`src/rtl/seq_pkg.sv`:
```
// ---------------------------------------------------------------------------
// seq_pkg
//   Shared definitions for the P1/P2 sequence family: the pattern
//   transmitter and the sequence detectors.
//
//   Contents:
//     ST_*        numeric state encodings, shared so that debug taps
//                 read the same codes on every block
//     state_t     enum built on those encodings
//     SYM_ONE     symbol value carried by a P1 strobe
//     SYM_ZERO    symbol value carried by a P2 strobe
//     GAP_W       width of the inter-bit gap counter
//     sym_strobes maps one symbol onto the {P1, P2} strobe pair
// ---------------------------------------------------------------------------
package seq_pkg;

    localparam logic [2:0] ST_IDLE = 3'd0;
    localparam logic [2:0] ST_SEND = 3'd1;
    localparam logic [2:0] ST_WAIT = 3'd2;
    localparam logic [2:0] ST_DONE = 3'd3;

    typedef enum logic [2:0] {
        S_IDLE = ST_IDLE,
        S_SEND = ST_SEND,
        S_WAIT = ST_WAIT,
        S_DONE = ST_DONE
    } state_t;

    localparam logic SYM_ONE  = 1'b1;
    localparam logic SYM_ZERO = 1'b0;

    localparam int GAP_W = 8;

    // Returns {P1, P2}. Exactly one bit is set, which keeps the two
    // strobes mutually exclusive by construction.
    function automatic logic [1:0] sym_strobes(input logic sym);
        logic [1:0] strobes;
        strobes = 2'b01;
        if (sym == SYM_ONE) begin
            strobes = 2'b10;
        end
        return strobes;
    endfunction

endpackage

```
`src/rtl/seq_gap_timer.sv`:
```
// ---------------------------------------------------------------------------
// seq_gap_timer
//   8-bit loadable down-counter that times the idle gap between bits.
//
//   Ports:
//     clk         system clock, rising edge
//     reset       synchronous, active-high; clears the count
//     load        load load_value (takes priority over enable)
//     load_value  gap length in cycles
//     enable      count down one step this cycle
//     expired     high during the last enabled cycle of the gap, so the
//                 owner can leave its wait state on that same edge
// ---------------------------------------------------------------------------
module seq_gap_timer
    import seq_pkg::*;
(
    input  logic             clk,
    input  logic             reset,
    input  logic             load,
    input  logic [GAP_W-1:0] load_value,
    input  logic             enable,
    output logic             expired
);

    logic [GAP_W-1:0] count_reg;

    always_ff @(posedge clk) begin
        if (reset) begin
            count_reg <= '0;
        end else if (load) begin
            count_reg <= load_value;
        end else if (enable && (count_reg != '0)) begin
            // Saturate at zero rather than wrapping.
            count_reg <= count_reg - GAP_W'(1);
        end
    end

    // The count holds N in the first of N wait cycles, so the final wait
    // cycle is the one where it reads 1.
    assign expired = enable && (count_reg <= GAP_W'(1));

endmodule

```
`src/rtl/seq_pattern_tx.sv`:
```
// ---------------------------------------------------------------------------
// seq_pattern_tx
//   Serial pattern transmitter. On a start handshake it latches a pattern
//   and sends it MSB-first as one-hot strobes: P1 for a '1', P2 for a '0'.
//   Each bit is followed by GAP idle cycles. busy is high while bits are
//   going out, and done pulses for one cycle at the end.
//
//   Parameters:
//     LEN   maximum pattern length in bits
//     GAP   idle cycles after every bit (0..255)
//     NB_W  width of nbits
//
//   Ports:
//     clk      system clock, rising edge
//     reset    synchronous, active-high; aborts a transmission without a
//              done pulse
//     start    send request, honoured only in IDLE or DONE
//     pattern  bits to send; bit nbits-1 goes first
//     nbits    number of bits to send, clamped to LEN
//     P1, P2   one-cycle strobes for the current bit
//     busy     high in SEND and WAIT
//     done     one-cycle pulse once the final bit's gap has elapsed
// ---------------------------------------------------------------------------
module seq_pattern_tx
    import seq_pkg::*;
#(
    parameter int LEN  = 8,
    parameter int GAP  = 0,
    parameter int NB_W = $clog2(LEN + 1)
) (
    input  logic            clk,
    input  logic            reset,
    input  logic            start,
    input  logic [LEN-1:0]  pattern,
    input  logic [NB_W-1:0] nbits,
    output logic            P1,
    output logic            P2,
    output logic            busy,
    output logic            done
);

    localparam logic [NB_W-1:0]  LEN_NB  = NB_W'(LEN);
    localparam logic [GAP_W-1:0] GAP_LD  = GAP_W'(GAP);
    localparam logic             HAS_GAP = (GAP > 0);

    state_t          state_reg;
    logic [LEN-1:0]  shift_reg;
    logic [NB_W-1:0] remaining_reg;
    logic            p1_reg;
    logic            p2_reg;
    logic            busy_reg;
    logic            done_reg;

    logic [NB_W-1:0] n_clamped;
    logic [LEN-1:0]  pat_aligned;
    logic [NB_W-1:0] remaining_after;
    logic            gap_load;
    logic            gap_enable;
    logic            gap_expired;

    // The pattern is left-aligned on capture, so the first bit to send
    // (bit n-1) always sits at the MSB and the register only ever shifts
    // left. When n is 0 the shift clears the whole word, which is harmless
    // because nothing is sent.
    assign n_clamped   = (nbits > LEN_NB) ? LEN_NB : nbits;
    assign pat_aligned = pattern << (LEN_NB - n_clamped);

    // The remaining-bit count never wraps below zero.
    assign remaining_after = (remaining_reg != '0) ? (remaining_reg - NB_W'(1)) : '0;

    // The timer reloads on every SEND cycle that heads into WAIT, which
    // restarts the full gap for each bit.
    assign gap_load   = HAS_GAP && (state_reg == S_SEND);
    assign gap_enable = (state_reg == S_WAIT);

    seq_gap_timer u_gap_timer (
        .clk        (clk),
        .reset      (reset),
        .load       (gap_load),
        .load_value (GAP_LD),
        .enable     (gap_enable),
        .expired    (gap_expired)
    );

    // The outputs are registered and written on the edge that enters each
    // state. As a result the strobe for a bit appears in the same cycle in
    // which the FSM is in SEND for that bit.
    always_ff @(posedge clk) begin
        if (reset) begin
            state_reg     <= S_IDLE;
            shift_reg     <= '0;
            remaining_reg <= '0;
            p1_reg        <= 1'b0;
            p2_reg        <= 1'b0;
            busy_reg      <= 1'b0;
            done_reg      <= 1'b0;
        end else begin
            // Strobes and done are single-cycle unless they are re-asserted below.
            p1_reg   <= 1'b0;
            p2_reg   <= 1'b0;
            done_reg <= 1'b0;

            case (state_reg)
                S_IDLE, S_DONE: begin
                    if (start) begin
                        remaining_reg <= n_clamped;
                        if (n_clamped == '0) begin
                            state_reg <= S_DONE;
                            shift_reg <= '0;
                            busy_reg  <= 1'b0;
                            done_reg  <= 1'b1;
                        end else begin
                            state_reg          <= S_SEND;
                            busy_reg           <= 1'b1;
                            {p1_reg, p2_reg}   <= sym_strobes(pat_aligned[LEN-1]);
                            shift_reg          <= pat_aligned << 1;
                        end
                    end else begin
                        state_reg <= S_IDLE;
                        busy_reg  <= 1'b0;
                    end
                end

                S_SEND: begin
                    remaining_reg <= remaining_after;
                    if (HAS_GAP) begin
                        state_reg <= S_WAIT;
                    end else if (remaining_after != '0) begin
                        // Back-to-back bits: the next strobe follows at once.
                        state_reg        <= S_SEND;
                        {p1_reg, p2_reg} <= sym_strobes(shift_reg[LEN-1]);
                        shift_reg        <= shift_reg << 1;
                    end else begin
                        state_reg <= S_DONE;
                        busy_reg  <= 1'b0;
                        done_reg  <= 1'b1;
                    end
                end

                S_WAIT: begin
                    if (gap_expired) begin
                        if (remaining_reg != '0) begin
                            state_reg        <= S_SEND;
                            {p1_reg, p2_reg} <= sym_strobes(shift_reg[LEN-1]);
                            shift_reg        <= shift_reg << 1;
                        end else begin
                            state_reg <= S_DONE;
                            busy_reg  <= 1'b0;
                            done_reg  <= 1'b1;
                        end
                    end
                end

                default: begin
                    state_reg <= S_IDLE;
                    busy_reg  <= 1'b0;
                end
            endcase
        end
    end

    assign P1   = p1_reg;
    assign P2   = p2_reg;
    assign busy = busy_reg;
    assign done = done_reg;

endmodule

```
`config.mk`:
```
export PLATFORM = sky130hd
export DESIGN_NAME = seq_pattern_tx
export DESIGN_NICKNAME = d
export VERILOG_FILES = /design/src/rtl/seq_pkg.sv /design/src/rtl/seq_gap_timer.sv /design/src/rtl/seq_pattern_tx.sv
export SDC_FILE = /design/constraint.sdc
export NUM_CORES = 1
export LEC_CHECK = 0
export BUFFER_PORTS_ARGS = -buffer_cell sky130_fd_sc_hd__buf_2
export CAP_MARGIN = 20
export CORE_MARGIN = 2
export CORE_UTILIZATION = 42
export CTS_CLUSTER_DIAMETER = 100
export DETAILED_ROUTE_END_ITERATION = 8
export PLACE_DENSITY = 0.62
export SYNTH_ARGS = -nofsm -noshare
export SYNTH_HDL_FRONTEND = slang
export SYNTH_SLANG_ARGS = --single-unit
export TNS_END_PERCENT = 5
```
`constraint.sdc`:
```
create_clock -name clk -period 4.4 [get_ports clk]
set_input_delay 0 -clock clk [delete_from_list [all_inputs] [get_ports clk]]
set_output_delay 0 -clock clk [all_outputs]
set_load 0.05 [all_outputs]
```
==> results of run 1 <==
-- power by group --
group | switching, µW | internal, µW
Combinational | 180 | 110
Clock | 79.6 | 64.2
Sequential | 31.9 | 268
Total | 292 | 442
-- through the flow --
step / setup slack (ns) / util / instances / instance area, µm² / power [µW]
6_report: 1.83 / 0.485 / 267 / 1810 / 734
5_1_grt: 1.61 / 0.485 / 267 / 1810 / 790
4_1_cts: 1.84 / 0.485 / 267 / 1810 / 741
3_5_place_dp: 1.55 / 0.472 / 263 / 1770 / 594
3_3_place_gp: 1.66 / 0.472 / 263 / 1770 / 591
2_1_floorplan: 2.21 / - / 208 / 1670 / 539
-- per-layer routing --
layer  vias up  GRT usage  part of all wire
met4         0     0.0459            0.0074
met3         2     0.0253             0.026
met5         -          0                 0
met2        25      0.271              0.45
li1        776          -                 -
met1       678      0.262              0.52
-- logic make-up after synthesis --
group / Yosys count / share of synthesized area
simple gates: 76 / 0.257
flops: 25 / 0.299
buf+inv: 24 / 0.0629
mux: 8 / 0.0516
fa+ha+maj: 5 / 0.0374
compound gates: 64 / 0.260
xor+xnor: 6 / 0.0314
-- cell type report --
type	instances	area, µm²	share of cell area
Clock inverter	1	7.51	0.00414
Clock buffer	3	41.3	0.0228
Timing Repair Buffer	18	90.1	0.0497
Tap cell	48	60.1	0.0331
Multi-Input combinational cell	159	1070	0.588
Inverter	13	48.8	0.0269
Sequential cell	25	500	0.276
-- cells in the mapped netlist (2+ instances only) --
master                      instances  area share
sky130_fd_sc_hd__clkbuf_1           5       0.011
sky130_fd_sc_hd__and3b_1            2       0.010
sky130_fd_sc_hd__dfxtp_1           25        0.30
sky130_fd_sc_hd__a21oi_1           14       0.042
sky130_fd_sc_hd__o21ai_0           15       0.045
sky130_fd_sc_hd__xor2_1             3       0.016
sky130_fd_sc_hd__ha_1               5       0.037
sky130_fd_sc_hd__o32ai_1            2       0.010
sky130_fd_sc_hd__buf_2              3      0.0090
sky130_fd_sc_hd__o221ai_1           2       0.010
sky130_fd_sc_hd__a211oi_1           6       0.027
sky130_fd_sc_hd__nand2b_1           4       0.015
sky130_fd_sc_hd__xnor2_1            3       0.016
sky130_fd_sc_hd__nand2_1           13       0.029
sky130_fd_sc_hd__o31ai_1            3       0.013
sky130_fd_sc_hd__mux2i_1            6       0.036
sky130_fd_sc_hd__nor2_1            25       0.056
sky130_fd_sc_hd__nand4_1            2      0.0075
sky130_fd_sc_hd__nor2b_1            4       0.015
sky130_fd_sc_hd__o21bai_1           4       0.018
sky130_fd_sc_hd__nand3_1            2      0.0060
sky130_fd_sc_hd__a311oi_1           3       0.016
sky130_fd_sc_hd__nor3_1             9       0.027
sky130_fd_sc_hd__or4b_2             2       0.012
sky130_fd_sc_hd__a31oi_1            3       0.011
sky130_fd_sc_hd__a22oi_1            2      0.0090
sky130_fd_sc_hd__inv_1             12       0.027
sky130_fd_sc_hd__or3_4              2       0.013
sky130_fd_sc_hd__o2bb2ai_1          2       0.010
-- how the worst min path moves through the flow --
stage | from | to | slack, ns
2_1_floorplan | pattern[0] | shift_reg[1]$_SDFFE_PP0P_ | 0.16
3_3_place_gp | pattern[0] | shift_reg[1]$_SDFFE_PP0P_ | 0.36
3_5_place_dp | pattern[0] | shift_reg[1]$_SDFFE_PP0P_ | 0.36
4_1_cts | pattern[0] | shift_reg[1]$_SDFFE_PP0P_ | 0.05
5_1_grt | pattern[0] | shift_reg[1]$_SDFFE_PP0P_ | 0.07
6_report | pattern[0] | shift_reg[1]$_SDFFE_PP0P_ | 0.06
-- critical path, delay by kind of cell --
family,cells,cell delay [ns]
adder cells (fa/ha/maj),1,0.42
multiplexers,1,0.35
buffers and inverters,2,0.52
AO/OA/AOI/OAI,1,0.15
AND/OR/NAND/NOR,4,1.32
==> summary by stage, run 1 <==
Critical path
The slowest stage cell on the critical path is sky130_fd_sc_hd__ha_1. The most critical setup path has its startpoint at nbits[3]. STA classifies the critical path endpoint as a flip-flop. The slack of the worst reg-to-reg path is 2.39 ns.

The destination of the worst register-to-register timing path is u_gap_timer.count_reg[6]$_SDFFE_PP0P_. The delay of the slowest critical-path stage is 0.42 ns. STA classifies the critical path startpoint as an input pin. Traced cell by cell, the critical path runs through buf_2 > nor2b_1 > clkinv_1 > ha_1 > and2_1 > nor3_2 > mux2_4 > or3b_1 > a31oi_1. The setup path with the least slack is of type in -> reg. The most critical setup path has its endpoint at shift_reg[6]$_SDFFE_PP0P_. The required time of the worst setup path is 4.61 ns.

The worst register-to-register path begins at state_reg[0]$_SDFFE_PP0P_. Data on the critical path arrives at its endpoint at 2.78 ns. The highest fanout seen on the critical path is 13.

Measured in cells, the most critical reg-to-reg path has a length of 7.

Drt
Once detail routing completed, the nets flagged for antenna violations numbered 0. The number of DRC markers after the initial detailed-route iteration is 117. The number of remaining DRC errors is 0. After detailed routing, the number of vias per cell comes to 5.55. The number of detailed-routing iterations run before antenna repair is 4. The detailed-route via count is 1481.

The routed length per placed instance is 13.7 µm. Summed over all layers, the routed wires come to 3650 µm.

Power
The worst ir drop on vdd is 0.000195 V. The leakage component of the power is 0.000694 µW. For this design the ratio of total power to cell area is 405 nW/µm².

Floorplanning
The area of the core is 3740 µm². The count of standard-cell rows is 22. The width of the die is 67.1 µm. The I/O pin total is 19. The starting utilization of the core area is 0.447. The overall die area is 4500 µm².

The die span in y is 67.1 µm.

Worst hold path
Along the worst hold path, the cell count comes to 3. The kind of path behind the tightest hold check is in -> reg.

Logic synthesis
For this run, the register share of the synthesized area comes to 0.299. In this run the mean area of a mapped cell was 8.04 µm². The register bit total from synthesis is 25. Synthesis handed over a netlist of 208 instances.

Yosys printed 0 warnings. After synthesis, the netlist uses 54 different library cells. The number of nets handed over by synthesis was 228. The main flop type after synthesis is sky130_fd_sc_hd__dfxtp_1. The post-synth design cell area is 1670 µm².

The share of flip-flops with an asynchronous set or reset after synthesis is 0. The number of enable-type register cells in the synthesized netlist is 0.

Place
The HPWL after detailed placement is 2710 µm. The final weighted congestion in routability-driven placement is 0.792. During placement, the flow inserted port buffers numbering 18.

Clock network
The count of hold-fix buffers inserted at cts is 0. Clock-pin slew was measured on the worst setup and hold paths at 0.10 ns. The number of buffers inserted by post-CTS setup repair is 0. The number of clock sinks is 25. The clock tree from TritonCTS is built. In this run, post-CTS repair resized a total of 0 instances.

Counting the buffers created by CTS gives 3. In this run the clock root is driven by a sky130_fd_sc_hd__clkbuf_8. The clock latency on the worst-skew pair is 0.27 ns.

The clock passes through at most 2 buffers. CTS built an H-tree with a depth of 1.

Timing
On the final layout, the worst clock skew is 0.00103 ns. The highest achievable clock rate is 0.389 GHz. The minimum clock period is 2.57 ns. The sum of negative setup slack is 0 ns.

The slew at the pin closest to its max-slew limit is 0.584 ns. Setup repair after global routing left no endpoint under its margin. The worst pin sits at a relative slew slack of 0.607.

The final count of hold timing violations is 0. The total count of max-transition violations in the final report was 0. Hold timing on the final database bottoms out at a slack of 0.0638 ns.

Of the available clock period, the critical path in the final layout requires 0.584. The setup-violating endpoint count in the final report is 0.

Global routing
Entering global routing, the biggest net connects 22 pins. The overall overflow remaining after global route is 0. The via count of the first global-routing pass is 1311.

The total track usage is 0.179. The wire length of the first global-routing pass is 6180 µm. The number of antenna violations at the first check in global routing is 0.

Finish
The number of filler instances in the final layout is 401. The share of final-layout standard cells stronger than drive strength 1 is 0.160. After the last flow step, the layout net total stands at 240. The antenna diode instance count is 0. The flip-flop count of the largest register, all copies and words added is 8. The top cell types in the final layout, fill and taps aside, are sky130_fd_sc_hd__dfxtp_1, sky130_fd_sc_hd__nor2_1, sky130_fd_sc_hd__buf_2, sky130_fd_sc_hd__o21ai_0, sky130_fd_sc_hd__a21oi_1. The relative area change from synthesis to final layout is 8.53%.

Run
Across the run, the number of max-cap violations was 0.

Outcome
The flow ran to the end, and the final reports show no timing, DRC or antenna violations.
No activity file was read; power rests on OpenSTA's default activity.
==> run 2, diff against run 1 <==
--- a/config.mk
+++ b/config.mk
@@ -5,13 +5,14 @@
 export SDC_FILE = /design/constraint.sdc
 export NUM_CORES = 1
 export LEC_CHECK = 0
+export ABC_AREA = 1
 export BUFFER_PORTS_ARGS = -buffer_cell sky130_fd_sc_hd__buf_2
 export CAP_MARGIN = 20
 export CORE_MARGIN = 2
 export CORE_UTILIZATION = 42
 export CTS_CLUSTER_DIAMETER = 100
 export DETAILED_ROUTE_END_ITERATION = 8
-export PLACE_DENSITY = 0.62
+export PLACE_DENSITY = 0.64
 export SYNTH_ARGS = -nofsm -noshare
 export SYNTH_HDL_FRONTEND = slang
 export SYNTH_SLANG_ARGS = --single-unit
==> constraint.sdc (replaced) <==
create_clock -name clk -period 2.2 [get_ports clk]
set_input_delay 0 -clock clk [delete_from_list [all_inputs] [get_ports clk]]
set_output_delay 0 -clock clk [all_outputs]
set_load 0.05 [all_outputs]
==> run 2 against run 1 <==
  * Routed wire length down 7.9%
  * Die area decreased by 4.7%
  * Sequential cell count unchanged
  * Synthesized area shrank 5.0%
  * Worst hold slack lost 0.039 ns
  * Critical path depth is 1 higher
  * Core utilization decreased by 0.17 points
  * Global-route usage shrank 0.57 points
  * Power grew 110%
==> summary by stage, run 2 <==
Logic synthesis
The most area-hungry cell type in the Yosys netlist is sky130_fd_sc_hd__dfxtp_1. Counting every net in the synthesized netlist gives 259. The share of synthesized area in the top cell type comes to 0.315. The synthesized netlist occupies a cell area of 1590 µm². The synthesized instance count is 239.

For this run, the leading register cell type out of synthesis is sky130_fd_sc_hd__dfxtp_1. The number of different library cells used by synthesis comes to 31. The mean instance size in the synthesized netlist is 6.64 µm².

Counting flops and latches in the post-synthesis netlist gives 25. By count the netlist is led by sky130_fd_sc_hd__inv_1, sky130_fd_sc_hd__nand2_1, sky130_fd_sc_hd__a21oi_1. Yosys mapped a number of flops with a built-in enable equal to 0. The most numerous cell in the Yosys netlist is sky130_fd_sc_hd__inv_1. Ranked by total cell area, the synthesized netlist is headed by sky130_fd_sc_hd__dfxtp_1, sky130_fd_sc_hd__a21oi_1, sky130_fd_sc_hd__inv_1. The share of flip-flops with an asynchronous set or reset after synthesis is 0. The share of synthesized area occupied by flip-flops and latches is 0.315. The number of synthesis warnings is 0.

Drt
The number of remaining DRC errors is 0. The aggregate routed wire length is 3370 µm. The detailed-route via count is 1537. The via count normalized by instance count is 5.02. The remaining antenna violation count after routing is 0.

The routed length per placed instance is 11.0 µm. The pre-antenna-repair detailed-routing pass consisted of 4 iterations. After the first detailed-routing iteration, the DRC count stood at 91.

Critical path
The depth of the worst register-to-register path is 10. The family with the most delay on the worst path is simple AND/OR/NAND/NOR gates. Data on the critical path arrives at its endpoint at 2.00 ns. On the worst path, the slowest cell contributes a delay of 0.34 ns. The slowest stage cell on the critical path is sky130_fd_sc_hd__dfxtp_1. The destination of the worst register-to-register timing path is remaining_reg[3]$_SDFFE_PP0P_. The slack of the worst reg-to-reg path is 0.36 ns. In this design, the critical path's most frequently occurring cell is sky130_fd_sc_hd__nor2_1. The number of buffers and inverters on the critical path is 3. Data on the critical path is required at its endpoint by 2.36 ns. The launch instance of the worst register-to-register path is state_reg[0]$_SDFFE_PP0P_. The worst setup path is launched from a flip-flop. Along the worst path, the maximum fanout reaches 8.

Traced cell by cell, the critical path runs through inv_1 > ha_1 > inv_1 > nor2_1 > a21oi_1 > inv_1 > nor2_1 > nor2_1 > nor2_1 > nor2_1. STA classifies the critical path endpoint as a flip-flop. The class of the most critical setup path is reg -> reg.

Timing
Adding up every negative setup slack in the final design gives 0 ns. The total count of max-transition violations in the final report is 0. Setup repair after global routing left no endpoint under its margin. The worst path in the final design needs a cycle of 1.84 ns, including I/O delays and setup.

The final count of hold timing violations is 0. In the finished design, the share of the clock period the worst path needs comes to 0.838. The normalized max-slew margin is 0.686. The highest achievable clock rate is 0.542 GHz.

The setup-violating endpoint count in the final report is 0. Setup slack closes at 0.357 ns. The slew at the pin closest to its max-slew limit is 0.465 ns.

Across the routed clock network, the largest skew measured is 0.00255 ns.

Place
Detailed placement ended at an HPWL of 2630 µm. The worst setup slack after placement is 0.375 ns. The post-detailed-placement cell area is 1720 µm².

The final weighted congestion in routability-driven placement is 0.846. The count of buffers from port buffering is 18.

Clock network
The clock tree from TritonCTS is built. The clock slew at the register clock pins of the worst setup and hold paths is 0.09 ns. The post-CTS resize count is 0.

In this run the clock root is driven by a sky130_fd_sc_hd__clkbuf_8. The buffer levels on the longest clock path is 2. Clock latency on the worst-skew pair, taken at its later pin, is 0.26 ns. The tree built by TritonCTS fans out to 25 sinks. Once the clock tree was built, the setup fixing pass inserted 0 buffers. The number of clock buffers inserted by TritonCTS is 3.

The number of levels the H-tree was split into is 1. The count of hold-fix buffers inserted at cts is 0.

Worst hold path
The number of cells on the worst hold path is 2. In this run the worst hold path is classified as in -> reg. For hold timing, the worst endpoint is P2$_SDFF_PP0_. The startpoint identified for the worst hold timing path is reset.

Power
Of the total power, the clock network draws 0.175. The proportion of total power due to net switching is 0.420. The internal cell power is 898 µW. The worst ir drop on vdd is 0.000475 V. The leakage component of the power is 0.000837 µW. The sequential share of power is 0.395. The share of total power dissipated in combinational logic is 0.430. In this run the power spent charging and discharging nets is 651 µW.

The power density over cell area is 876 nW/µm².

Finish
The register with the most flip-flops in the layout has 8 of them. Registers take 500 µm². In the layout the commonest cells are sky130_fd_sc_hd__inv_1, sky130_fd_sc_hd__nand2_1, sky130_fd_sc_hd__a21oi_1, sky130_fd_sc_hd__nor2_1, sky130_fd_sc_hd__dfxtp_1. Counting the fill cells in the layout gives 387. The finished cells cover 1770 µm². The multi-input logic area is 921 µm². The antenna diode instance count is 0. The leading cell type in the layout, fill and taps excluded is sky130_fd_sc_hd__inv_1. The net count of the finished layout is 279.

Of the cells placed in the final design, the portion with a size suffix greater than 1 is 0.163. Compared with the post-synthesis result, the final layout area differs by 11.3%. The utilization after layout is 0.483.

Floorplanning
The initial utilization of the core area, before any placement, comes to 0.434. The die covers 4290 µm². The floorplan step set the die height to 65.5 µm. The total area inside the core boundary comes to 3660 µm². The I/O pin total is 19.

The count of standard-cell rows is 22. The width of the die is 65.5 µm.

Outcome
The run finished with clean final reports.

Run
Across the run, the number of max-cap violations was 0.

Global routing
The number of antenna violations at the first check in global routing is 0. The first global-routing pass estimated 5910 µm of wire. The total track usage is 0.173. The total overflow left after global routing is 0.

The via count of the first global-routing pass is 1396. Entering global routing, the biggest net connects 17 pins.
run 2: cell types whose count changed in the layout (fill, tap and decap cells not counted), moves of 4 or more:
| cell | delta |
|---|---|
| sky130_fd_sc_hd__inv_1 | +25 |
| sky130_fd_sc_hd__nand2_1 | +21 |
| sky130_fd_sc_hd__nand3_1 | +19 |
| sky130_fd_sc_hd__nor3_1 | -6 |
| sky130_fd_sc_hd__a211oi_1 | -5 |
| sky130_fd_sc_hd__nand2b_1 | -4 |
| sky130_fd_sc_hd__a21oi_1 | +14 |
| sky130_fd_sc_hd__nand3_2 | +5 |
| sky130_fd_sc_hd__nand2_2 | +6 |
| sky130_fd_sc_hd__o21bai_1 | -4 |
| sky130_fd_sc_hd__nor2b_1 | -4 |
| sky130_fd_sc_hd__mux2i_1 | -6 |
run 2: power groups by stage:
stage | Sequential [µW] | Combinational (µW) | Clock (µW)
5_1_grt | 624 | 758 | 306
4_1_cts | 611 | 662 | 281
2_1_floorplan | 658 | 477 | 0
6_report | 612 | 665 | 271
3_3_place_gp | 623 | 655 | 0
3_5_place_dp | 621 | 658 | 0
run 2: how the worst max path moves through the flow:
stage                                          from  cells past startpoint                       endpoint  slack, ns
after floorplan           state_reg[0]$_SDFFE_PP0P_                     10  remaining_reg[3]$_SDFFE_PP0P_       0.58
after global placement                     nbits[0]                     12                  P2$_SDFF_PP0_       0.41
after detailed placement  state_reg[0]$_SDFFE_PP0P_                     10  remaining_reg[3]$_SDFFE_PP0P_       0.37
after CTS                 state_reg[0]$_SDFFE_PP0P_                     10  remaining_reg[3]$_SDFFE_PP0P_       0.36
after global routing      state_reg[0]$_SDFFE_PP0P_                      9  remaining_reg[2]$_SDFFE_PP0P_       0.18
final                     state_reg[0]$_SDFFE_PP0P_                     10  remaining_reg[3]$_SDFFE_PP0P_       0.36
run 2: per-stage QoR:
step | power (µW) | hold WS [ns] | instances
6_report | 1550 | 0.0252 | 306
3_3_place_gp | 1280 | 0.301 | 302
2_1_floorplan | 1130 | 0.163 | 239
4_1_cts | 1550 | 0.0206 | 306
3_5_place_dp | 1280 | 0.309 | 302
5_1_grt | 1690 | 0.00924 | 306
run 2: per-layer routing:
layer | global-route usage | share of wire | vias up
met5 | 0 | 0 | -
met4 | 0.0313 | 0.0062 | 0
met3 | 0.0360 | 0.028 | 2
met2 | 0.279 | 0.45 | 18
met1 | 0.241 | 0.52 | 687
li1 | - | - | 830
run 2: final cells by class:
type | instances | share of cell area
repair buffers | 19 | 0.0552
clock buffers | 3 | 0.0234
flip-flops and latches | 25 | 0.283
inverters | 38 | 0.0807
well taps | 48 | 0.0340
multi-input cells | 172 | 0.521
clock inverters | 1 | 0.00283
run 2: logic make-up (layout without fill, tap and decap cells):
group / Yosys count / in the layout / synth area share
xor+xnor: 2 / 2 / 0.0158
fa+ha+maj: 5 / 5 / 0.0394
compound gates: 58 / 58 / 0.199
simple gates: 107 / 107 / 0.325
buf+inv: 42 / 61 / 0.105
flops: 25 / 25 / 0.315
==> run 3, diff against run 2 <==
--- a/config.mk
+++ b/config.mk
@@ -12,7 +12,7 @@
 export CORE_UTILIZATION = 42
 export CTS_CLUSTER_DIAMETER = 100
 export DETAILED_ROUTE_END_ITERATION = 8
-export PLACE_DENSITY = 0.64
+export PLACE_DENSITY = 0.62
 export SYNTH_ARGS = -nofsm -noshare
 export SYNTH_HDL_FRONTEND = slang
 export SYNTH_SLANG_ARGS = --single-unit
==> constraint.sdc (replaced) <==
create_clock -name clk -period 1.9 [get_ports clk]
set_input_delay 0 -clock clk [delete_from_list [all_inputs] [get_ports clk]]
set_output_delay 0 -clock clk [all_outputs]
set_load 0.05 [all_outputs]
==> run 3 against run 2 <==
  * Sequential share of layout area shrank 0.65 points
  * Fmax grew 7.1%
  * Routed wire length grew 3.8%
  * Critical path depth shrank 1
  * Clock skew grew 0.0024 ns
  * Core utilization grew 1.1 points
  * Register-to-register slack lost 0.18 ns
  * Die area is the same
  * Worst hold slack is essentially flat
  * Final cell count grew 1.6%
  * Global-route usage grew 0.25 points
  * Final area grew 2.3%
  * Largest cell class unchanged
  * Largest power group unchanged
  * Highest routed layer unchanged
==> summary by stage, run 3 (synthesis gave the netlist of run 2 again) <==
Global routing
The number of antenna violations at the first check in global routing is 0. The total track usage is 0.176. The largest net degree at the start of global routing is 17. The first global-routing pass estimated 6070 µm of wire. The overall overflow remaining after global route is 0. The via count of the first global-routing pass is 1418.

Floorplanning
The overall die area is 4290 µm². The count of standard-cell rows is 22. The area of the core is 3660 µm². The I/O pin total is 19. The initial utilization of the core area, before any placement, comes to 0.434. The width of the die is 65.5 µm. The die span in y is 65.5 µm.

Critical path
STA puts the critical path data arrival time at 1.88 ns. The slowest stage of the critical path belongs to the cell sky130_fd_sc_hd__dfxtp_1. The delay of the slowest critical-path stage is 0.34 ns. The category of the worst setup path launch point is a flip-flop. The worst setup path is captured at a flip-flop. The number of buffers and inverters on the critical path is 3. Data on the critical path is required at its endpoint by 2.06 ns. The critical path goes through inv_1 > ha_1 > inv_1 > nor2_1 > nor2_1 > nand2_2 > inv_2 > o21ai_0 > a21oi_2.

Of all nets on the critical path, the largest fanout is 8. The family with the most delay on the worst path is simple AND/OR/NAND/NOR gates. The class of the most critical setup path is reg -> reg.

Drt
The aggregate routed wire length is 3490 µm. The number of DRC markers after the initial detailed-route iteration is 88. After detailed routing, the number of vias per cell comes to 5.11. After detailed routing, the number of remaining DRC violations is 0. Dividing the detail-routed wire length by the instance count gives 11.2 µm. The detailed-route via count is 1589. Once detail routing completed, the nets flagged for antenna violations numbered 0. Before antenna repair, the detailed router went through 4 iterations.

Clock network
The clock net in this run drives a total of 25 sinks. The buffer levels on the longest clock path is 2. The clock latency on the worst-skew pair is 0.26 ns.

The count of hold-fix buffers inserted at cts is 0. In this run the clock root is driven by a sky130_fd_sc_hd__clkbuf_8. The number of buffers inserted by post-CTS setup repair is 0. The post-CTS resize count is 0.

CTS built an H-tree with a depth of 1. Clock-pin slew was measured on the worst setup and hold paths at 0.09 ns. TritonCTS built the clock tree.

The number of clock buffers inserted by TritonCTS is 3.

Timing
The final count of hold timing violations was 0. After routing, the total negative slack on setup checks comes to 0 ns. Setup repair after global routing left no endpoint under its margin. The worst path in the final design needs a cycle of 1.72 ns, including I/O delays and setup.

The normalized max-slew margin is 0.687. Setup violations remaining at the end of the flow were counted as 0. For the pin with the worst max-slew slack, the measured transition is 0.470 ns. Clock skew on the completed layout was measured at 0.00497 ns.

Static timing analysis puts the maximum clock frequency at 0.581 GHz. The smallest hold slack is 0.0250 ns. Dividing the final minimum period by the clock period gives 0.906. The total count of max-transition violations in the final report is 0.

Place
Once detailed placement completed, the half-perimeter wirelength came to 2760 µm. In this run the cell area measured after placement is 1760 µm². The count of buffers added on input and output ports is 18.

The number of cells in the design after placement is 307. The final weighted congestion in routability-driven placement is 0.929.

Power
The leakage component of the power is 0.000862 µW. The worst-case IR drop observed on VDD is 0.000573 V. The power density over cell area is 1010 nW/µm². The design draws 1830 µW.

Run
The max-cap check violation count is 0.

Finish
The register with the most flip-flops in the layout has 8 of them. The share of final-layout standard cells stronger than drive strength 1 is 0.183. The non-filler instance count after layout is 311. The final net count is 284. The cell area after layout is 1810 µm².

The leading cell type in the layout, fill and taps excluded is sky130_fd_sc_hd__inv_1. Compared with the post-synthesis result, the final layout area differs by 13.9%. The library cells used most frequently in the layout, excluding fill and tap cells, are sky130_fd_sc_hd__inv_1, sky130_fd_sc_hd__nand2_1, sky130_fd_sc_hd__nor2_1, sky130_fd_sc_hd__a21oi_1, sky130_fd_sc_hd__dfxtp_1. The antenna diode instance count is 0.

Outcome
The flow ran to the end, and the final reports show no timing, DRC or antenna violations.

Worst hold path
The kind of path behind the tightest hold check is in -> reg.
==> run 3: changes by cell type in the layout (fill, tap and decap cells not counted), sizes merged <==
| cell | delta |
|---|---|
| buf | +5 |
==> run 3: path summary, 6_finish.rpt <==
path	slack [ns]	from	endpoint	cells after the start
worst max-delay path	0.18	state_reg[0]$_SDFFE_PP0P_	shift_reg[7]$_SDFFE_PP0P_	9
worst min-delay path	0.02	reset	P2$_SDFF_PP0_	2
worst max register to register	0.18	state_reg[0]$_SDFFE_PP0P_	shift_reg[7]$_SDFFE_PP0P_	9
worst min register to register	0.45	u_gap_timer.count_reg[5]$_SDFFE_PP0P_	u_gap_timer.count_reg[5]$_SDFFE_PP0P_	1
==> run 3: cell type report <==
cell class	instances	area, µm²
flip-flops and latches	25	500
inverters	38	143
multi-input cells	172	925
clock buffers	3	41.3
fillers	380	1850
repair buffers	24	135
well taps	48	60.1
clock inverters	1	5.00
==> run 3: per-layer routing <==
layer | GRT usage | share of wire | vias up
li1 | - | - | 843
met3 | 0.0377 | 0.032 | 4
met5 | 0 | 0 | -
met1 | 0.238 | 0.51 | 714
met4 | 0.0260 | 0.0089 | 0
met2 | 0.292 | 0.45 | 28
==> run 3: power by group <==
group	switching, µW	leakage (µW)	internal (µW)	total (µW)
Sequential	68.8	0.000205	640	709
Clock	165	0.0000255	146	311
Combinational	528	0.000632	287	815
==> run 3: metrics by stage <==
step,utilization,setup slack [ns]
2_1_floorplan,-,0.279
3_3_place_gp,0.481,0.198
3_5_place_dp,0.481,0.152
4_1_cts,0.493,0.138
5_1_grt,0.494,0.00810
6_report,0.494,0.179
